`src/rtl/design1_pkg.sv`:
```
// Shared types and constants for the PL DMA smoke-test block.
package design1_pkg;

    // Burst-master sequencing states.
    typedef enum logic [2:0] {
        StIdle,
        StAw,
        StW,
        StB,
        StDone
    } state_e;

    // Lite register word offsets (addr[3:2]).
    localparam logic [1:0] RegCtrl   = 2'd0;
    localparam logic [1:0] RegStatus = 2'd1;

    // AXI encodings.
    localparam logic [1:0] AxiBurstIncr  = 2'b01;
    localparam logic [2:0] AxiSize4Byte  = 3'b010;
    localparam logic [1:0] AxiRespOkay   = 2'b00;
    localparam logic [1:0] AxiRespSlverr = 2'b10;
    localparam logic [1:0] AxiRespDecerr = 2'b11;

endpackage

```
`src/rtl/design1_if.sv`:
```
// AXI4-Lite control bus and AXI4 write-only burst bus.
interface design1_axil_if #(
    parameter int unsigned AddrWidth = 4
);
    logic [AddrWidth-1:0] awaddr;
    logic                 awvalid;
    logic                 awready;
    logic [31:0]          wdata;
    logic [3:0]           wstrb;
    logic                 wvalid;
    logic                 wready;
    logic [1:0]           bresp;
    logic                 bvalid;
    logic                 bready;
    logic [AddrWidth-1:0] araddr;
    logic                 arvalid;
    logic                 arready;
    logic [31:0]          rdata;
    logic [1:0]           rresp;
    logic                 rvalid;
    logic                 rready;

    modport slave (
        input  awaddr, awvalid, wdata, wstrb, wvalid, bready, araddr, arvalid, rready,
        output awready, wready, bresp, bvalid, arready, rdata, rresp, rvalid
    );

    modport master (
        output awaddr, awvalid, wdata, wstrb, wvalid, bready, araddr, arvalid, rready,
        input  awready, wready, bresp, bvalid, arready, rdata, rresp, rvalid
    );
endinterface

interface design1_axi_if;
    logic [31:0] awaddr;
    logic [7:0]  awlen;
    logic [2:0]  awsize;
    logic [1:0]  awburst;
    logic        awvalid;
    logic        awready;
    logic [31:0] wdata;
    logic [3:0]  wstrb;
    logic        wlast;
    logic        wvalid;
    logic        wready;
    logic [1:0]  bresp;
    logic        bvalid;
    logic        bready;

    modport master (
        output awaddr, awlen, awsize, awburst, awvalid, wdata, wstrb, wlast, wvalid, bready,
        input  awready, wready, bresp, bvalid
    );

    modport slave (
        input  awaddr, awlen, awsize, awburst, awvalid, wdata, wstrb, wlast, wvalid, bready,
        output awready, wready, bresp, bvalid
    );
endinterface

```
`src/rtl/design1_axil_regs.sv`:
```
// AXI4-Lite slave holding CTRL (START) and exposing STATUS (DONE, ERROR).
// start_o pulses for one cycle on a 0->1 write of CTRL[0].
module design1_axil_regs
    import design1_pkg::*;
#(
    parameter int unsigned AddrWidth = 4
) (
    input  logic            aclk,
    input  logic            aresetn,
    design1_axil_if.slave   s_axi,
    input  logic            done_i,
    input  logic            error_i,
    output logic            start_o
);

    logic        wr_ready_q, wr_ready_d;
    logic        bvalid_q, bvalid_d;
    logic        rd_ready_q, rd_ready_d;
    logic        rvalid_q, rvalid_d;
    logic [31:0] rdata_q, rdata_d;
    logic        ctrl_q, ctrl_d;
    logic        wr_fire, rd_fire;

    logic [AddrWidth-1:0] wr_addr, rd_addr;
    assign wr_addr = s_axi.awaddr;
    assign rd_addr = s_axi.araddr;

    // Only the word index, CTRL data bit and its strobe are decoded.
    logic unused_lite;
    assign unused_lite = ^{wr_addr, rd_addr, s_axi.wdata[31:1], s_axi.wstrb[3:1]};

    // Next-state for both lite channels and the CTRL register.
    always_comb begin
        wr_ready_d = s_axi.awvalid && s_axi.wvalid && !bvalid_q && !wr_ready_q;
        wr_fire    = wr_ready_q && s_axi.awvalid && s_axi.wvalid;
        bvalid_d   = bvalid_q;
        ctrl_d     = ctrl_q;
        start_o    = 1'b0;
        rd_ready_d = s_axi.arvalid && !rvalid_q && !rd_ready_q;
        rd_fire    = rd_ready_q && s_axi.arvalid;
        rvalid_d   = rvalid_q;
        rdata_d    = rdata_q;

        if (wr_fire) begin
            bvalid_d = 1'b1;
            if (wr_addr[3:2] == RegCtrl && s_axi.wstrb[0]) begin
                ctrl_d  = s_axi.wdata[0];
                start_o = s_axi.wdata[0] && !ctrl_q;
            end
        end else if (bvalid_q && s_axi.bready) begin
            bvalid_d = 1'b0;
        end

        if (rd_fire) begin
            rvalid_d = 1'b1;
            case (rd_addr[3:2])
                RegCtrl:   rdata_d = {31'd0, ctrl_q};
                RegStatus: rdata_d = {30'd0, error_i, done_i};
                default:   rdata_d = 32'd0;
            endcase
        end else if (rvalid_q && s_axi.rready) begin
            rvalid_d = 1'b0;
        end
    end

    // Lite slave state registers.
    always_ff @(posedge aclk or negedge aresetn) begin
        if (!aresetn) begin
            wr_ready_q <= 1'b0;
            bvalid_q   <= 1'b0;
            rd_ready_q <= 1'b0;
            rvalid_q   <= 1'b0;
            rdata_q    <= 32'd0;
            ctrl_q     <= 1'b0;
        end else begin
            wr_ready_q <= wr_ready_d;
            bvalid_q   <= bvalid_d;
            rd_ready_q <= rd_ready_d;
            rvalid_q   <= rvalid_d;
            rdata_q    <= rdata_d;
            ctrl_q     <= ctrl_d;
        end
    end

    assign s_axi.awready = wr_ready_q;
    assign s_axi.wready  = wr_ready_q;
    assign s_axi.bvalid  = bvalid_q;
    assign s_axi.bresp   = AxiRespOkay;
    assign s_axi.arready = rd_ready_q;
    assign s_axi.rvalid  = rvalid_q;
    assign s_axi.rdata   = rdata_q;
    assign s_axi.rresp   = AxiRespOkay;

endmodule

```
`src/rtl/design1_wrapper.sv`:
```
// PL DMA smoke-test block: a lite START kicks off C_M_NUM_BURSTS INCR bursts
// writing an incrementing word pattern to DDR, one burst outstanding at a time.
module design1_wrapper
    import design1_pkg::*;
#(
    parameter logic [31:0] C_M_TARGET_BASE_ADDR = 32'h00080000,
    parameter int unsigned C_M_BURST_LEN        = 16,
    parameter int unsigned C_M_NUM_BURSTS       = 16,
    parameter int unsigned C_S_ADDR_WIDTH       = 4
) (
    input  logic            aclk,
    input  logic            aresetn,
    design1_axil_if.slave   s_axi,
    design1_axi_if.master   m_axi,
    output logic            m_axi_txn_done,
    output logic            m_axi_error
);

    localparam logic [31:0] BurstBytes = 32'(C_M_BURST_LEN * 4);
    localparam logic [7:0]  LastBeat   = 8'(C_M_BURST_LEN - 1);
    localparam logic [7:0]  LastBurst  = 8'(C_M_NUM_BURSTS - 1);

    state_e      state_q, state_d;
    logic [7:0]  beat_q, beat_d;
    logic [7:0]  burst_q, burst_d;
    logic [15:0] gbeat_q, gbeat_d;
    logic        error_q, error_d;
    logic        start;

    design1_axil_regs #(
        .AddrWidth (C_S_ADDR_WIDTH)
    ) u_regs (
        .aclk    (aclk),
        .aresetn (aresetn),
        .s_axi   (s_axi),
        .done_i  (m_axi_txn_done),
        .error_i (error_q),
        .start_o (start)
    );

    // Only SLVERR/DECERR matter, both of which set bresp[1].
    logic unused_bresp;
    assign unused_bresp = m_axi.bresp[0];

    // Master sequencing: next state, counters and channel valids/ready.
    always_comb begin
        state_d       = state_q;
        beat_d        = beat_q;
        burst_d       = burst_q;
        gbeat_d       = gbeat_q;
        error_d       = error_q;
        m_axi.awvalid = 1'b0;
        m_axi.wvalid  = 1'b0;
        m_axi.bready  = 1'b0;

        unique case (state_q)
            StIdle, StDone: begin
                // START writes while busy are dropped here by construction.
                if (start) begin
                    state_d = StAw;
                    beat_d  = 8'd0;
                    burst_d = 8'd0;
                    gbeat_d = 16'd0;
                    error_d = 1'b0;
                end
            end
            StAw: begin
                m_axi.awvalid = 1'b1;
                if (m_axi.awready) begin
                    state_d = StW;
                end
            end
            StW: begin
                m_axi.wvalid = 1'b1;
                if (m_axi.wready) begin
                    gbeat_d = gbeat_q + 16'd1;
                    if (beat_q == LastBeat) begin
                        beat_d  = 8'd0;
                        state_d = StB;
                    end else begin
                        beat_d = beat_q + 8'd1;
                    end
                end
            end
            StB: begin
                m_axi.bready = 1'b1;
                if (m_axi.bvalid) begin
                    if (m_axi.bresp[1]) begin
                        error_d = 1'b1;
                    end
                    if (burst_q == LastBurst) begin
                        state_d = StDone;
                    end else begin
                        burst_d = burst_q + 8'd1;
                        state_d = StAw;
                    end
                end
            end
            default: state_d = StIdle;
        endcase
    end

    // State and counter registers; reset aborts any burst in flight.
    always_ff @(posedge aclk or negedge aresetn) begin
        if (!aresetn) begin
            state_q <= StIdle;
            beat_q  <= 8'd0;
            burst_q <= 8'd0;
            gbeat_q <= 16'd0;
            error_q <= 1'b0;
        end else begin
            state_q <= state_d;
            beat_q  <= beat_d;
            burst_q <= burst_d;
            gbeat_q <= gbeat_d;
            error_q <= error_d;
        end
    end

    // Payload fields come from registers only, so they hold steady under stalls.
    assign m_axi.awaddr  = C_M_TARGET_BASE_ADDR + ({24'd0, burst_q} * BurstBytes);
    assign m_axi.awlen   = LastBeat;
    assign m_axi.awsize  = AxiSize4Byte;
    assign m_axi.awburst = AxiBurstIncr;
    assign m_axi.wdata   = {16'd0, gbeat_q} + 32'd1;
    assign m_axi.wstrb   = 4'hF;
    assign m_axi.wlast   = (beat_q == LastBeat);

    assign m_axi_txn_done = (state_q == StDone);
    assign m_axi_error    = error_q;

endmodule

```
`src/flat_wrapper.sv`:
```
// flat-port wrapper written by rule: the top's interface ports become plain ports
module design1_wrapper_flat import design1_pkg::*;
#(
    parameter logic [31:0] C_M_TARGET_BASE_ADDR = 32'h00080000,
    parameter int unsigned C_M_BURST_LEN        = 16,
    parameter int unsigned C_M_NUM_BURSTS       = 16,
    parameter int unsigned C_S_ADDR_WIDTH       = 4
)
  (aclk, aresetn, m_axi_txn_done, m_axi_error, s_axi_awaddr, s_axi_awvalid, s_axi_wdata, s_axi_wstrb, s_axi_wvalid, s_axi_bready, s_axi_araddr, s_axi_arvalid, s_axi_rready, s_axi_awready, s_axi_wready, s_axi_bresp, s_axi_bvalid, s_axi_arready, s_axi_rdata, s_axi_rresp, s_axi_rvalid, m_axi_awaddr, m_axi_awlen, m_axi_awsize, m_axi_awburst, m_axi_awvalid, m_axi_wdata, m_axi_wstrb, m_axi_wlast, m_axi_wvalid, m_axi_bready, m_axi_awready, m_axi_wready, m_axi_bresp, m_axi_bvalid);
  design1_axil_if #(.AddrWidth(4)) s_axi_i ();
  design1_axi_if m_axi_i ();
  input  logic aclk;
  input  logic aresetn;
  output logic m_axi_txn_done;
  output logic m_axi_error;
  input wire logic [$bits(s_axi_i.awaddr)-1:0] s_axi_awaddr;
  input wire logic [$bits(s_axi_i.awvalid)-1:0] s_axi_awvalid;
  input wire logic [$bits(s_axi_i.wdata)-1:0] s_axi_wdata;
  input wire logic [$bits(s_axi_i.wstrb)-1:0] s_axi_wstrb;
  input wire logic [$bits(s_axi_i.wvalid)-1:0] s_axi_wvalid;
  input wire logic [$bits(s_axi_i.bready)-1:0] s_axi_bready;
  input wire logic [$bits(s_axi_i.araddr)-1:0] s_axi_araddr;
  input wire logic [$bits(s_axi_i.arvalid)-1:0] s_axi_arvalid;
  input wire logic [$bits(s_axi_i.rready)-1:0] s_axi_rready;
  output wire logic [$bits(s_axi_i.awready)-1:0] s_axi_awready;
  output wire logic [$bits(s_axi_i.wready)-1:0] s_axi_wready;
  output wire logic [$bits(s_axi_i.bresp)-1:0] s_axi_bresp;
  output wire logic [$bits(s_axi_i.bvalid)-1:0] s_axi_bvalid;
  output wire logic [$bits(s_axi_i.arready)-1:0] s_axi_arready;
  output wire logic [$bits(s_axi_i.rdata)-1:0] s_axi_rdata;
  output wire logic [$bits(s_axi_i.rresp)-1:0] s_axi_rresp;
  output wire logic [$bits(s_axi_i.rvalid)-1:0] s_axi_rvalid;
  output wire logic [$bits(m_axi_i.awaddr)-1:0] m_axi_awaddr;
  output wire logic [$bits(m_axi_i.awlen)-1:0] m_axi_awlen;
  output wire logic [$bits(m_axi_i.awsize)-1:0] m_axi_awsize;
  output wire logic [$bits(m_axi_i.awburst)-1:0] m_axi_awburst;
  output wire logic [$bits(m_axi_i.awvalid)-1:0] m_axi_awvalid;
  output wire logic [$bits(m_axi_i.wdata)-1:0] m_axi_wdata;
  output wire logic [$bits(m_axi_i.wstrb)-1:0] m_axi_wstrb;
  output wire logic [$bits(m_axi_i.wlast)-1:0] m_axi_wlast;
  output wire logic [$bits(m_axi_i.wvalid)-1:0] m_axi_wvalid;
  output wire logic [$bits(m_axi_i.bready)-1:0] m_axi_bready;
  input wire logic [$bits(m_axi_i.awready)-1:0] m_axi_awready;
  input wire logic [$bits(m_axi_i.wready)-1:0] m_axi_wready;
  input wire logic [$bits(m_axi_i.bresp)-1:0] m_axi_bresp;
  input wire logic [$bits(m_axi_i.bvalid)-1:0] m_axi_bvalid;
  assign s_axi_i.awaddr = s_axi_awaddr;
  assign s_axi_i.awvalid = s_axi_awvalid;
  assign s_axi_i.wdata = s_axi_wdata;
  assign s_axi_i.wstrb = s_axi_wstrb;
  assign s_axi_i.wvalid = s_axi_wvalid;
  assign s_axi_i.bready = s_axi_bready;
  assign s_axi_i.araddr = s_axi_araddr;
  assign s_axi_i.arvalid = s_axi_arvalid;
  assign s_axi_i.rready = s_axi_rready;
  assign s_axi_awready = s_axi_i.awready;
  assign s_axi_wready = s_axi_i.wready;
  assign s_axi_bresp = s_axi_i.bresp;
  assign s_axi_bvalid = s_axi_i.bvalid;
  assign s_axi_arready = s_axi_i.arready;
  assign s_axi_rdata = s_axi_i.rdata;
  assign s_axi_rresp = s_axi_i.rresp;
  assign s_axi_rvalid = s_axi_i.rvalid;
  assign m_axi_awaddr = m_axi_i.awaddr;
  assign m_axi_awlen = m_axi_i.awlen;
  assign m_axi_awsize = m_axi_i.awsize;
  assign m_axi_awburst = m_axi_i.awburst;
  assign m_axi_awvalid = m_axi_i.awvalid;
  assign m_axi_wdata = m_axi_i.wdata;
  assign m_axi_wstrb = m_axi_i.wstrb;
  assign m_axi_wlast = m_axi_i.wlast;
  assign m_axi_wvalid = m_axi_i.wvalid;
  assign m_axi_bready = m_axi_i.bready;
  assign m_axi_i.awready = m_axi_awready;
  assign m_axi_i.wready = m_axi_wready;
  assign m_axi_i.bresp = m_axi_bresp;
  assign m_axi_i.bvalid = m_axi_bvalid;
  design1_wrapper #(.C_M_TARGET_BASE_ADDR(C_M_TARGET_BASE_ADDR), .C_M_BURST_LEN(C_M_BURST_LEN), .C_M_NUM_BURSTS(C_M_NUM_BURSTS), .C_S_ADDR_WIDTH(C_S_ADDR_WIDTH)) u_core (.aclk(aclk), .aresetn(aresetn), .s_axi(s_axi_i), .m_axi(m_axi_i), .m_axi_txn_done(m_axi_txn_done), .m_axi_error(m_axi_error));
endmodule
```
`config.mk`:
```
export PLATFORM = sky130hd
export DESIGN_NAME = design1_wrapper_flat
export DESIGN_NICKNAME = d
export VERILOG_FILES = /design/src/rtl/design1_pkg.sv /design/src/rtl/design1_if.sv /design/src/rtl/design1_axil_regs.sv /design/src/rtl/design1_wrapper.sv /design/src/flat_wrapper.sv
export SDC_FILE = /design/constraint.sdc
export NUM_CORES = 1
export LEC_CHECK = 0
export BUFFER_PORTS_ARGS = -buffer_cell sky130_fd_sc_hd__buf_2
export CAP_MARGIN = 20
export CORE_MARGIN = 2
export CORE_UTILIZATION = 45
export CTS_CLUSTER_SIZE = 40
export DETAILED_ROUTE_END_ITERATION = 10
export PLACE_DENSITY = 0.93
export SLEW_MARGIN = 0
export SYNTH_ARGS = -nofsm -noshare
export SYNTH_HDL_FRONTEND = slang
export SYNTH_SLANG_ARGS = --single-unit
```
`constraint.sdc`:
```
create_clock -name aclk -period 1.84 [get_ports aclk]
set_input_delay 0.092 -clock aclk [delete_from_list [all_inputs] [get_ports aclk]]
set_output_delay 0.092 -clock aclk [all_outputs]
set_load 0.05 [all_outputs]
```
==> results by stage <==
Run status:
- The run finished, with violations left.
- The checks that failed: negative setup slack.

Finish:
- The share of the core filled with cells is between 50% and 60%.
- Once layout is done, the placed cells without fillers occupy 3845 um^2.
- In the final design database the tool counted about 500 nets.
- The layout cell share with drive strength beyond 1 is between 30% and 40%.
- The number of antenna diodes in the final layout is 0.
- The finished layout holds about 540 standard cells, fillers aside.
- Compared with the post-synthesis result, the final layout area differs by 19.39%.
- The commonest non-fill, non-tap cell in the layout is sky130_fd_sc_hd__conb_1.
- In the layout the commonest cells are 90 x sky130_fd_sc_hd__conb_1, 41 x sky130_fd_sc_hd__buf_2, 39 x sky130_fd_sc_hd__buf_4.

Worst setup path:
- The data arrival time of the critical path is 1.78 ns.
- The most critical setup path has its startpoint at u_core.gbeat_q[7].
- The classification of the worst setup path is flip-flop to output pin.
- The kind of end point of the critical path is an output pin.
- STA puts the critical path data required time at about 1.8 ns.
- The launch instance of the worst register-to-register path is u_core.burst_q[4].
- Of all nets on the critical path, the largest fanout is 4.
- The nature of the critical path startpoint is a flip-flop.

Route:
- Using the TritonRoute via totals, the vias-per-cell ratio works out to 5.034.
- The wire length reported by the detailed router is just over 7000 um.
- After detailed routing, the wire length on met1 is around 2800 um.
- After detailed routing, no signal wire sits above met4.
- The number of detailed-routing iterations run before antenna repair is 4.
- Once detail routing completed, the nets flagged for antenna violations numbered 0.
- Summing over every cut layer, the via total after detailed routing is approximately 2700.
- The number of design-rule violations left by the first detailed-router iteration is about 120.
- The detailed-routed wire length on met3 is roughly 500 um.
- Dividing the detail-routed wire length by the instance count gives about 13 um.
- For this run, design rule violations remaining after detail routing come to 0.
- In the detailed route, the total length drawn on met2 is 3858 um.

Clock tree:
- TritonCTS built the clock tree.
- The number of sinks handled by clock tree synthesis is between 40 and 50.
- The count of H-tree levels built during CTS is 2.
- The worst-skew pair later-pin latency is approximately 0.30 ns.
- Buffers inserted during clock tree synthesis total 5.
- The maximum number of buffers from clock root to sink is 2.
- The cell at the root of the clock tree is sky130_fd_sc_hd__clkbuf_8.
- After clock tree synthesis, the clock-pin slew on the worst setup and hold paths is approximately 0.090 ns.

Worst hold path:
- The path class of the tightest hold or removal check is input port to flip-flop.
- In this run the most critical hold path is launched from s_axi_awvalid.

Timing:
- The post-route clock period utilization is 101.9%.
- The final-report max-slew violation count came to 0.
- Adding up every negative setup slack in the final design gives -0.03971 ns.
- Setup repair after global routing could not meet its margin everywhere.
- The count of final setup violators is 2.
- The relative slew slack is a little under three fifths.
- Subtracting the final worst setup slack from the clock period gives between 1.5 and 2 ns.
- For the pin with the worst max-slew slack, the measured transition is 0.6424 ns.
- The clock arrives with about 0.013 ns of skew.
- The hold violation count in the final report is 0.
- The final worst setup slack is -0.03465 ns.
- The maximum clock frequency is 533.4 MHz.

Global route:
- The final global-route overflow total is 0.
- Entering global routing, the biggest net connects 29 pins.
- The global-route wire length before repair is ~11000 um.
- The via count of the first global-routing pass came to roughly 2400.
- The aggregate global-route resource usage is 17.77%.
- The number of antenna violations at the first check in global routing is 0.

Floorplanning:
- The floorplan step set the die height to between 80 and 90 um.
- For this configuration, the core starts out at a cell density of around 47%.
- The floorplan step set the die width to slightly below 90 um.
- The cell row count is 30.
- The die covers between 7000 and 8000 um^2.
- The number of top-level pins is ~180.
- The region available for standard cell placement spans 6869 um^2.

Logic synthesis:
- The per-instance average area after synthesis is approximately 9.1 um^2.
- The number of distinct standard cells referenced by the synthesized netlist is 62.
- The share of the Yosys chip area taken by registers is ~33%.
- The mapped netlist covers 3221 um^2.
- The synthesized design contains 0 enable-type register cells.
- Of all flip-flops after synthesis, the portion carrying an async set or reset was 100.0%.
- The synthesized instance count is between 300 and 400.
- Yosys printed 0 warnings.
- For this run, the leading register cell type out of synthesis is sky130_fd_sc_hd__dfrtp_1.
- The flip-flop and latch count after synthesis is 43.

Pwr:
- Summing internal, switching and leakage power gives roughly 4.6 mW.
- For this design the static power due to leakage is 1.982 nW.
- The power density over the cells is between 1000 and 1500 nW/um^2.
- The worst vdd rail ir drop is between 1 and 1.5 mV.

Placement:
- Once placement finished, the instance area stood at ~3500 um^2.
- During placement, the flow inserted port buffers numbering 54.
- The last weighted congestion value of the routability-driven placer is around 0.86.
- The half-perimeter wire length after detailed placement is about 5200 um.
- The count of placed standard cells including taps is around 500.

Run:
- Max-cap violations in this run came to 0.
==> layer usage <==
metal,vias to the layer above,GRT usage [%]
li1,1241,-
met1,1308,21.29
met2,142,30.35
met3,12,5.224
met4,0,6.474
met5,-,0
==> metrics by stage <==
| stage | hold slack [ns] | setup WS [ns] |
|---|---|---|
| 2_1_floorplan | -0.2036 | 0.002323 |
| 3_3_place_gp | 0.1420 | 0.07088 |
| 3_5_place_dp | 0.1469 | 0.03656 |
| 4_1_cts | 0.02889 | 0.006446 |
| 5_1_grt | 0.02633 | -0.1679 |
| 6_report | 0.03494 | -0.03465 |
==> state kept, by name, indices dropped and copies added, names as in the netlist <==
name and count:
u_core.u_regs.s_axi.rvalid 1, u_core.u_regs.s_axi.rdata 2, u_core.u_regs.ctrl_q 1, u_core.u_regs.s_axi.awready 1, u_core.u_regs.s_axi.arready 1, u_core.u_regs.s_axi.bvalid 1, u_core.m_axi_error 1, u_core.beat_q 8
u_core.state_q 3, u_core.gbeat_q 16, u_core.burst_q 8
==> power by group <==
group | switching [mW] | leakage, nW | total [mW] | internal (mW)
Combinational | 1.74 | 1.36 | 2.47 | 0.728
Sequential | 0.196 | 0.564 | 1.31 | 1.11
Clock | 0.340 | 0.0612 | 0.780 | 0.440
Total | 2.27 | 1.98 | 4.56 | 2.28
==> cell families (layout without fill, tap and decap cells) <==
logic type,count (synthesis),count (layout),share of synthesized area (%)
AOI/OAI and AO/OA,73,73,15.97
xor gates and xnor gates,14,14,3.807
adders and majority gates,3,3,1.166
buffers and inverters,113,114,24.79
DFF,43,43,33.41
muxes,8,8,2.681
other,2,90,0.2332
and+or+nand+nor,96,96,17.95
==> repair_timing <==
action / 4_1_cts / 5_1_grt
hold buffers: 4 / 0
gates resized for setup: 25 / 24
buffers inserted: 2 / 9
setup endpoints to repair: 12 / 27
hold endpoints to repair: 30 / 0
pin swaps: 2 / 7
==> critical path: stages (launching register included) <==
cell and delay, ns:
sky130_fd_sc_hd__dfrtp_1 0.41, sky130_fd_sc_hd__nand4_1 0.24, sky130_fd_sc_hd__nor4_2 0.30, sky130_fd_sc_hd__buf_4 0.18, sky130_fd_sc_hd__xor2_2 0.17, sky130_fd_sc_hd__buf_6 0.18
==> Yosys cell counts, types with 2 or more instances <==
library cell                n  area [um^2]
sky130_fd_sc_hd__and4_1     3        26.28
sky130_fd_sc_hd__nand3_1   14        70.07
sky130_fd_sc_hd__a21oi_1   11        55.05
sky130_fd_sc_hd__conb_1     2        7.510
sky130_fd_sc_hd__xor2_1     4        35.03
sky130_fd_sc_hd__inv_1     10        37.54
sky130_fd_sc_hd__xnor2_1   10        87.58
sky130_fd_sc_hd__o211ai_1   2        15.01
sky130_fd_sc_hd__o31ai_1    8        60.06
sky130_fd_sc_hd__nor3_1     5        25.02
sky130_fd_sc_hd__or3b_1     2        17.52
sky130_fd_sc_hd__and2_1     5        31.28
sky130_fd_sc_hd__nand4_1    5        31.28
sky130_fd_sc_hd__buf_6      2        22.52
sky130_fd_sc_hd__o21a_1     2        15.01
sky130_fd_sc_hd__o21ai_0   13        65.06
sky130_fd_sc_hd__a31oi_1   11        68.82
sky130_fd_sc_hd__ha_1       3        37.54
sky130_fd_sc_hd__nor2_1     9        33.78
sky130_fd_sc_hd__nand2b_1   2        12.51
sky130_fd_sc_hd__mux2i_1    6        60.06
sky130_fd_sc_hd__buf_2      5        25.02
sky130_fd_sc_hd__nor4_4     2        42.54
sky130_fd_sc_hd__buf_4     94        705.7
sky130_fd_sc_hd__a31o_2     2        17.52
sky130_fd_sc_hd__dfrtp_1   43         1076
sky130_fd_sc_hd__a41oi_1    2        17.52
sky130_fd_sc_hd__and4bb_2   2        25.02
sky130_fd_sc_hd__a22o_1     6        52.55
sky130_fd_sc_hd__and3_1    12        75.07
sky130_fd_sc_hd__nand2_1   24        90.09
==> path summary, 6_finish.rpt <==
kind	endpoint	slack, ns	cells past startpoint
hold reg to reg	u_core.u_regs.s_axi.arready	0.46	1
min in group asynchronous	u_core.gbeat_q[8]	0.35	2
max in group asynchronous	u_core.gbeat_q[2]	0.89	3
setup / recovery	m_axi_wdata[13]	-0.03	5
hold / removal	u_core.u_regs.s_axi.awready	0.03	3
setup reg to reg	u_core.burst_q[6]	0.04	5
==> area by class of cell <==
| cell class | count | area [um^2] |
|---|---|---|
| clock buffer | 6 | 82.58 |
| clock inverter | 2 | 35.03 |
| fill | 620 | 3024 |
| inverter | 11 | 41.29 |
| multi-input combinational | 284 | 1823 |
| sequential | 43 | 1089 |
| tap | 96 | 120.1 |
| timing repair buffer | 95 | 654.4 |
No activity file was read; power rests on OpenSTA's default activity.
